File: src/rtl/mux_sel_sequencer.sv
// mux_sel_sequencer
// Frame sequencer wrapped around an external 8:1 mux. A word accepted on the
// upstream valid/ready port is parked on the mux data inputs, and the select
// lines are stepped once per accepted downstream beat, so the mux output y
// becomes an 8-beat serial stream.
//
// Handshake rules (both ports): a transfer happens on a rising clock edge
// where valid and ready are both high. Once ser_valid is raised it stays
// high, with ser_data/ser_last/mux_sel stable, until the beat is taken; only
// an abort or a reset withdraws it. in_ready is high only while idle, so a
// word offered during a frame is left with the producer.
module mux_sel_sequencer #(
    parameter bit MSB_FIRST   = 1'b0,
    parameter int IDLE_CYCLES = 0,
    parameter int CNT_W       = 8
) (
    input  logic             clk,
    input  logic             rst_n,
    input  logic             in_valid,
    input  logic [7:0]       in_data,
    output logic             in_ready,
    input  logic             abort,
    output logic [7:0]       mux_i,
    output logic [2:0]       mux_sel,
    input  logic             mux_y,
    output logic             ser_valid,
    output logic             ser_data,
    output logic             ser_last,
    input  logic             ser_ready,
    output logic             busy,
    output logic [CNT_W-1:0] frame_cnt,
    output logic [1:0]       state_dbg
);

    typedef enum logic [1:0] {
        ST_IDLE  = 2'd0,
        ST_SHIFT = 2'd1,
        ST_GAP   = 2'd2
    } state_t;

    // Select value for the first beat; also where the select rests between frames.
    localparam logic [2:0] START_SEL = MSB_FIRST ? 3'd7 : 3'd0;
    // Adding 7 in 3 bits walks the select downwards.
    localparam logic [2:0] SEL_STEP  = MSB_FIRST ? 3'd7 : 3'd1;
    localparam bit         HAS_GAP   = (IDLE_CYCLES > 0);
    localparam logic [3:0] GAP_LAST  = HAS_GAP ? 4'(IDLE_CYCLES - 1) : 4'd0;
    localparam logic [CNT_W-1:0] CNT_ONE = CNT_W'(1);

    state_t           state_q, state_d;
    logic [7:0]       mux_i_q, mux_i_d;
    logic [2:0]       sel_q, sel_d;
    logic [2:0]       beat_q, beat_d;
    logic [3:0]       gap_q, gap_d;
    logic [CNT_W-1:0] cnt_q, cnt_d;

    // State and datapath registers; reset parks the select on the start index.
    always_ff @(posedge clk or negedge rst_n) begin
        if (!rst_n) begin
            state_q <= ST_IDLE;
            mux_i_q <= 8'h00;
            sel_q   <= START_SEL;
            beat_q  <= 3'd0;
            gap_q   <= 4'd0;
            cnt_q   <= '0;
        end else begin
            state_q <= state_d;
            mux_i_q <= mux_i_d;
            sel_q   <= sel_d;
            beat_q  <= beat_d;
            gap_q   <= gap_d;
            cnt_q   <= cnt_d;
        end
    end

    // Next-state and handshake outputs; abort outranks load and beat completion.
    always_comb begin
        state_d   = state_q;
        mux_i_d   = mux_i_q;
        sel_d     = sel_q;
        beat_d    = beat_q;
        gap_d     = gap_q;
        cnt_d     = cnt_q;
        in_ready  = 1'b0;
        ser_valid = 1'b0;
        ser_data  = 1'b0;
        ser_last  = 1'b0;

        case (state_q)
            ST_IDLE: begin
                in_ready = 1'b1;
                // An abort in the same cycle swallows the load.
                if (in_valid && !abort) begin
                    mux_i_d = in_data;
                    sel_d   = START_SEL;
                    beat_d  = 3'd0;
                    state_d = ST_SHIFT;
                end
            end

            ST_SHIFT: begin
                ser_valid = 1'b1;
                ser_data  = mux_y;
                ser_last  = (beat_q == 3'd7);
                if (abort) begin
                    // The beat on the wire may still be taken downstream,
                    // but the frame is not counted.
                    state_d = ST_IDLE;
                    sel_d   = START_SEL;
                    beat_d  = 3'd0;
                end else if (ser_ready) begin
                    if (beat_q == 3'd7) begin
                        cnt_d   = cnt_q + CNT_ONE;
                        sel_d   = START_SEL;
                        beat_d  = 3'd0;
                        gap_d   = 4'd0;
                        state_d = HAS_GAP ? ST_GAP : ST_IDLE;
                    end else begin
                        sel_d  = sel_q + SEL_STEP;
                        beat_d = beat_q + 3'd1;
                    end
                end
            end

            ST_GAP: begin
                if (abort) begin
                    state_d = ST_IDLE;
                    sel_d   = START_SEL;
                    beat_d  = 3'd0;
                end else if (gap_q == GAP_LAST) begin
                    state_d = ST_IDLE;
                end else begin
                    gap_d = gap_q + 4'd1;
                end
            end

            default: begin
                state_d = ST_IDLE;
                sel_d   = START_SEL;
                beat_d  = 3'd0;
            end
        endcase
    end

    assign mux_i     = mux_i_q;
    assign mux_sel   = sel_q;
    assign busy      = (state_q != ST_IDLE);
    assign frame_cnt = cnt_q;
    assign state_dbg = state_q;

endmodule

File: config.mk
export PLATFORM = sky130hd
export DESIGN_NAME = mux_sel_sequencer
export DESIGN_NICKNAME = d
export VERILOG_FILES = /design/src/rtl/mux_sel_sequencer.sv
export SDC_FILE = /design/constraint.sdc
export NUM_CORES = 1
export LEC_CHECK = 0
export CAP_MARGIN = 40
export CORE_AREA = 2 2 56 58
export CTS_CLUSTER_SIZE = 20
export DETAILED_ROUTE_END_ITERATION = 7
export DIE_AREA = 0 0 58 60
export GPL_ROUTABILITY_DRIVEN = 0
export PLACE_DENSITY = 0.73
export SYNTH_ARGS = -nofsm -noshare
export SYNTH_HDL_FRONTEND = slang
export SYNTH_SLANG_ARGS = --single-unit
File: constraint.sdc
create_clock -name clk -period 1.4 [get_ports clk]
set_input_delay 0.28 -clock clk [delete_from_list [all_inputs] [get_ports clk]]
set_output_delay 0.28 -clock clk [all_outputs]
set_load 0.01 [all_outputs]
=== Yosys cells after proc, flatten, opt, wreduce, memory -nomap -nowiden ===
Index checks and enable logic that the tools add are counted.

* Bits in writable memories: 0
* Bits in registers: 28
* Word-level logic and storage cells: 62
* Bits in read-only memories: 0
* Output and inout bits: 26
* Memories kept: 0
* Input bits: 14
* Bits in latches: 0

* Div/mod/pow operators: 0
* Shift-type cells: 0
* Multiply operators: 0
* Add/sub/neg operators: 4
* Order comparisons: 0
* Bitwise logic cells: 1
* Muxes and demuxes: 27
* Reductions and logical operators: 11
* Equal/unequal tests: 13

{| class="wikitable"
|+ Operator list
! kind !! number
|-
| $mux W3 || 8
|-
| $mux W4 || 5
|-
| $pmux W3 S3 || 2
|-
| $ne A2 B2 Y1 const B || 7
|-
| $mux W2 || 6
|-
| $ne A3 B3 Y1 const B || 3
|-
| $add A8 B1 Y8 const B || 1
|-
| $pmux W4 S2 || 1
|-
| $reduce_and A4 Y1 || 2
|-
| $add A3 B1 Y3 const B || 2
|-
| $pmux W2 S3 || 1
|-
| $reduce_and A6 Y1 || 1
|-
| $add A4 B1 Y4 const B || 1
|-
| $logic_not A4 Y1 || 1
|-
| $mux W1 || 4
|-
| $reduce_bool A2 Y1 || 2
|-
| $eq A3 B3 Y1 const B || 1
|-
| $reduce_and A3 Y1 || 1
|-
| $eq A2 B1 Y1 const B || 1
|-
| $eq A2 B2 Y1 const B || 1
|-
| $logic_not A2 Y1 || 1
|-
| $reduce_and A2 Y1 || 1
|-
| $logic_and A1 B1 Y1 || 1
|-
| $logic_not A1 Y1 || 1
|-
| $not A1 Y1 || 1
|}

=== Longest topological paths before layout ===
Gate-level depths: netlist of run 1.

* Word-level depth: 5
* Depth in mapped cells: 5
* Mapped depth without buffers: 5

=== Least setup slack after synthesis of run 1 ===
Ideal clock, no wire load.

* Kind: register to register
* From: register beat_q[0]
* To: register sel_q[2], in the netlist mux_sel[2]
* Required time: 1.336 ns
* Cell stages (with the launch flop): 6
* Path buffers: 0
* Setup slack: -0.040 ns
* Setup time: 0.064 ns
* Arrival time: 1.376 ns
* Clock period less this slack: 1.440 ns
* Path through: dfrtp_1 ha_1 ha_1 nand4bb_1 nor3b_1 a211o_1

* Longest elaborated chain between the ends: 5

{| class="wikitable"
|+ RTL lines
! item !! RTL line !! text
|-
| start, declared || 52 || <nowiki>logic [2:0] beat_q, beat_d;</nowiki>
|-
| start signal, assigned || 69 || <nowiki>beat_q <= beat_d;</nowiki>
|-
| $eq A3 B3 Y1 || 111 || <nowiki>if (beat_q == 3'd7) begin</nowiki>
|-
| $mux W3 || 111 ||
|-
| $mux W3 || 110 || <nowiki>end else if (ser_ready) begin</nowiki>
|-
| $mux W3 || 104 || <nowiki>if (abort) begin</nowiki>
|-
| $pmux W3 S3 || 88 || <nowiki>case (state_q)</nowiki>
|-
| end signal, assigned || 68 || <nowiki>sel_q <= sel_d;</nowiki>
|-
| end, declared || 51 || <nowiki>logic [2:0] sel_q, sel_d;</nowiki>
|}

Every way passes these cells. The select of a mux whose other input is x is not followed.
A chain may end at the register's enable or synchronous reset.

=== Worst setup path in the final report of run 1 ===
* From: register beat_q[1]
* To: output port ser_last

* Longest elaborated chain between the ends: 2

{| class="wikitable"
|+ RTL lines
! item !! RTL line !! text
|-
| $eq A3 B3 Y1 || 103 || <nowiki>ser_last = (beat_q == 3'd7);</nowiki>
|-
| $mux W1 || 88 ||
|-
| end, declared || 28 || <nowiki>output logic ser_last,</nowiki>
|}

Every way passes these cells.

==> summary.md, run 1 <==
| Metric | Value |
|---|---|
| Status | finished, violations left |
| Failing checks | negative setup slack |
| Cell internal pwr | roughly 1.1 mW |
| Post-route cell area | 1870 sq um |
| Clk sink count | 23 |
| Share of cells above drive strength 1 | 42.1% |
| Final setup viols | 23 |
| Vias in the first global route | 926 |
| Yosys Warn Count | 0 |
| Simple-Gate Fraction of Synth Area | between 10% and 20% |
| Final Cycle Share | 114% |
| Synth Area in XOR/XNOR | under 10% |
| Total core area | just under 3000 sq um |
| Drt drc | 0 |
| Yosys reg bits | 23 |
| Hold bufs inserted after CTS | 0 |
| Gr usage total | between 10% and 20% |
| Main area contributors after synthesis | dfrtp_1, mux2_2, ha_1 |
| Crit path max fanout | 2 |
| Final design utilization | roughly 64% |
| Arrival time worst endpoint | ~1.3 ns |
| Syn Nets | 102 |
| Non-filler cells in the finished layout | approximately 190 |
| IO Pins | 40 |
| Yosys top cell area share | a little over half |
| Worst r2r src | beat_q[1]$_DFFE_PN0P_ |
| Fin. max-slew vios | 0 |
| Site row count | 20 |
| Switching Fraction | 25.9% |
| Leak | approximately 1.0 nW |
| Final worst setup slack | -0.195 ns |
| Unique masters post-synth | 31 |
| Compound-Gate Fraction of Synth Area | a little over 4% |
| DR WL/cell | ~14 um |
| Sequential group share of total power | 52.7% |
| Setup_tns | -1.86 ns |
| Setup crit end kind | output pin |
| Initial Util | 37.6% |
| Endpoints failing hold | 0 |
| Largest net degree at the start of global routing | 24 |
| Syn Inst Count | 84 |
| Chip Width | 58 um |
| Data required, critical path | about 1.1 ns |
| Max VDD drop | slightly below 0.0007 V |
| Routed via count | between 800 and 900 |
| IO buf count | 38 |
| CP Launch Type | flip-flop |
| Cell area after synthesis | roughly 1100 sq um |
| Unrepaired setup endpoints after global routing | true |
| Root Buffer | clkbuf_4 |
| Worst hold path class | input pin to asynchronous set/reset pin |
| CTS tree | built |
| Initial antenna violation count | 0 |
| Switching pwr | roughly 0.37 mW |
| Die extent in y | about 60 um |
| MaxCap Viol Count | 0 |
| Fmax | ~630 MHz |
| Inserted Clock Buffers | 3 |
| Clock Latency Late Sink | roughly 0.30 ns |
| CTS clk-pin slew, worst paths | roughly 0.13 ns |
| Pre-antenna DRT Iters | 4 |
| Gr ovfl total | 0 |
| Inst Count DP | 166 |
| Largest family of logic cells by synthesized area | simple AND/OR/NAND/NOR gates |
| Final-stage net count | about 170 |
| First-pass GRT wire length | a little over 4000 um |
| Post-synth top area cell | dfrtp_1 |
| Most common cell after layout, fill and taps aside | buf_4 |
| Crit. Startpoint | beat_q[1]$_DFFE_PN0P_ |
| Clock share of power | 21.4% |
| Worst clock skew | 0.00177 ns |
| Combinational group share of total power | about a quarter |
| Antenna Violating Nets Remaining | 0 |
| DP Wirelength | roughly 1700 um |
| 1st-iter DRT viols | 9 |
| Adder-cell share of the synthesized area | under 10% |
| Post-synthesis sequential area ratio | 52.8% |
| Setup CP Type | flip-flop to output pin |
| Mux cell area share after synthesis | roughly a tenth |
| Tmin final | 1.60 ns |
| CTS H-tree depth | 1 |
| Most frequent cells in the layout | buf_4, dfrtp_1, dlygate4sd2_1 |
| Power Density | slightly below 800 nW/um^2 |
| Post-DP Area | approximately 1600 sq um |
| Syn avg cell area | ~13 sq um |
| Syn-to-layout area delta | 71.0% |
| DIE AREA | 3480 sq um |
| Via/cell ratio | ~4.8 |
| Max clock buf depth | 2 |
| Post-Route WL | 2520 um |
| Antenna cells | 0 |
[power by group through the flow]
stage	logic [mW]	clock network, mW	registers (mW)
floorplan	0.103	0	0.791
global placement	0.332	0	0.766
detailed placement	0.336	0	0.770
CTS	0.341	0.319	0.757
global route	0.396	0.346	0.765
finish	0.371	0.307	0.756
[layer usage]
metal	vias to the layer above	share of wire, %	global-route usage [%]
li1	433	-	-
met1	424	42	17.8
met2	34	51	28.9
met3	0	7.2	4.11
met4	0	0	3.99
met5	-	0	0
[what timing repair did]
item	4_1_cts	5_1_grt
gates cloned	1	0
setup endpoints to repair	45	27
gates resized for setup	49	19
pin swaps	7	4
endpoints found under the hold margin	0	0
setup buffers	11	4
[cell usage after synthesis]
cell / n
nor3b_2: 1
o21ai_0: 1
nand4b_4: 1
nand2b_1: 1
buf_4: 4
nor3_1: 2
a311oi_1: 1
o21ai_1: 1
and2_1: 2
a22o_1: 2
mux2_2: 8
nor3b_1: 2
nor4_4: 1
nand2_1: 7
and4b_1: 1
inv_1: 2
nor4b_1: 1
a211o_1: 1
nand4b_1: 1
nand4_1: 2
nand4bb_1: 1
xnor2_1: 4
buf_6: 1
dfrtp_1: 23
xor2_1: 3
nor2_1: 1
mux2i_1: 2
ha_1: 4
nand3_1: 1
nor2b_2: 1
conb_1: 1
[registers in the layout (all words and copies together), names as in the netlist]
name / cells
beat_q: 3
state_dbg: 1
mux_i: 8
frame_cnt: 8
mux_sel: 3
[stage by stage]
step	setup slack (ns)	hold slack [ns]	total power, mW
5_1_grt	-0.252	0.329	1.51
3_5_place_dp	-0.276	0.493	1.11
3_3_place_gp	-0.258	0.457	1.10
6_report	-0.195	0.307	1.43
2_1_floorplan	0.00860	-0.0156	0.894
4_1_cts	-0.214	0.311	1.42
[cells by family after synthesis]
group / after synthesis
and+or+nand+nor: 26
muxes: 10
xor gates and xnor gates: 7
buffers and inverters: 7
other: 1
AOI/OAI and AO/OA: 6
adders and majority gates: 4
DFF: 23
[final cells by class]
| class | count | area, sq um |
|---|---|---|
| clock buffer | 4 | 26.3 |
| inverter | 2 | 7.51 |
| sequential | 23 | 577 |
| timing repair buffer | 69 | 611 |
| fill | 236 | 1040 |
| multi-input combinational | 54 | 603 |
| tap | 33 | 41.3 |
[worst max-delay path, stage by stage (launching register included)]
cell and delay, ns:
dfrtp_1 0.41, ha_2 0.20, ha_4 0.15, and2_4 0.13, buf_6 0.11
[final timing paths]
path,endpoint,slack (ns),cells past startpoint
setup / recovery,ser_last,-0.20,4
hold reg to reg,mux_i[7]$_DFFE_PN0P_,0.52,1
hold / removal,mux_i[3]$_DFFE_PN0P_,0.31,2
setup reg to reg,frame_cnt[3]$_DFFE_PN0P_,-0.11,6
min in group clk,mux_i[7]$_DFFE_PN0P_,0.52,1
max in group asynchronous,state_dbg[0]$_DFFE_PN0P_,0.85,2
Note: power is estimated with default switching activity, not from simulation.
==> run 2: changes to the inputs <==
--- a/config.mk
+++ b/config.mk
@@ -5,7 +5,7 @@
 export SDC_FILE = /design/constraint.sdc
 export NUM_CORES = 1
 export LEC_CHECK = 0
-export CAP_MARGIN = 40
+export CAP_MARGIN = 20
 export CORE_AREA = 2 2 56 58
 export CTS_CLUSTER_SIZE = 20
 export DETAILED_ROUTE_END_ITERATION = 7
==> results of run 2 <==
No change in the layout: final DEF, timing and power equal those of run 1.
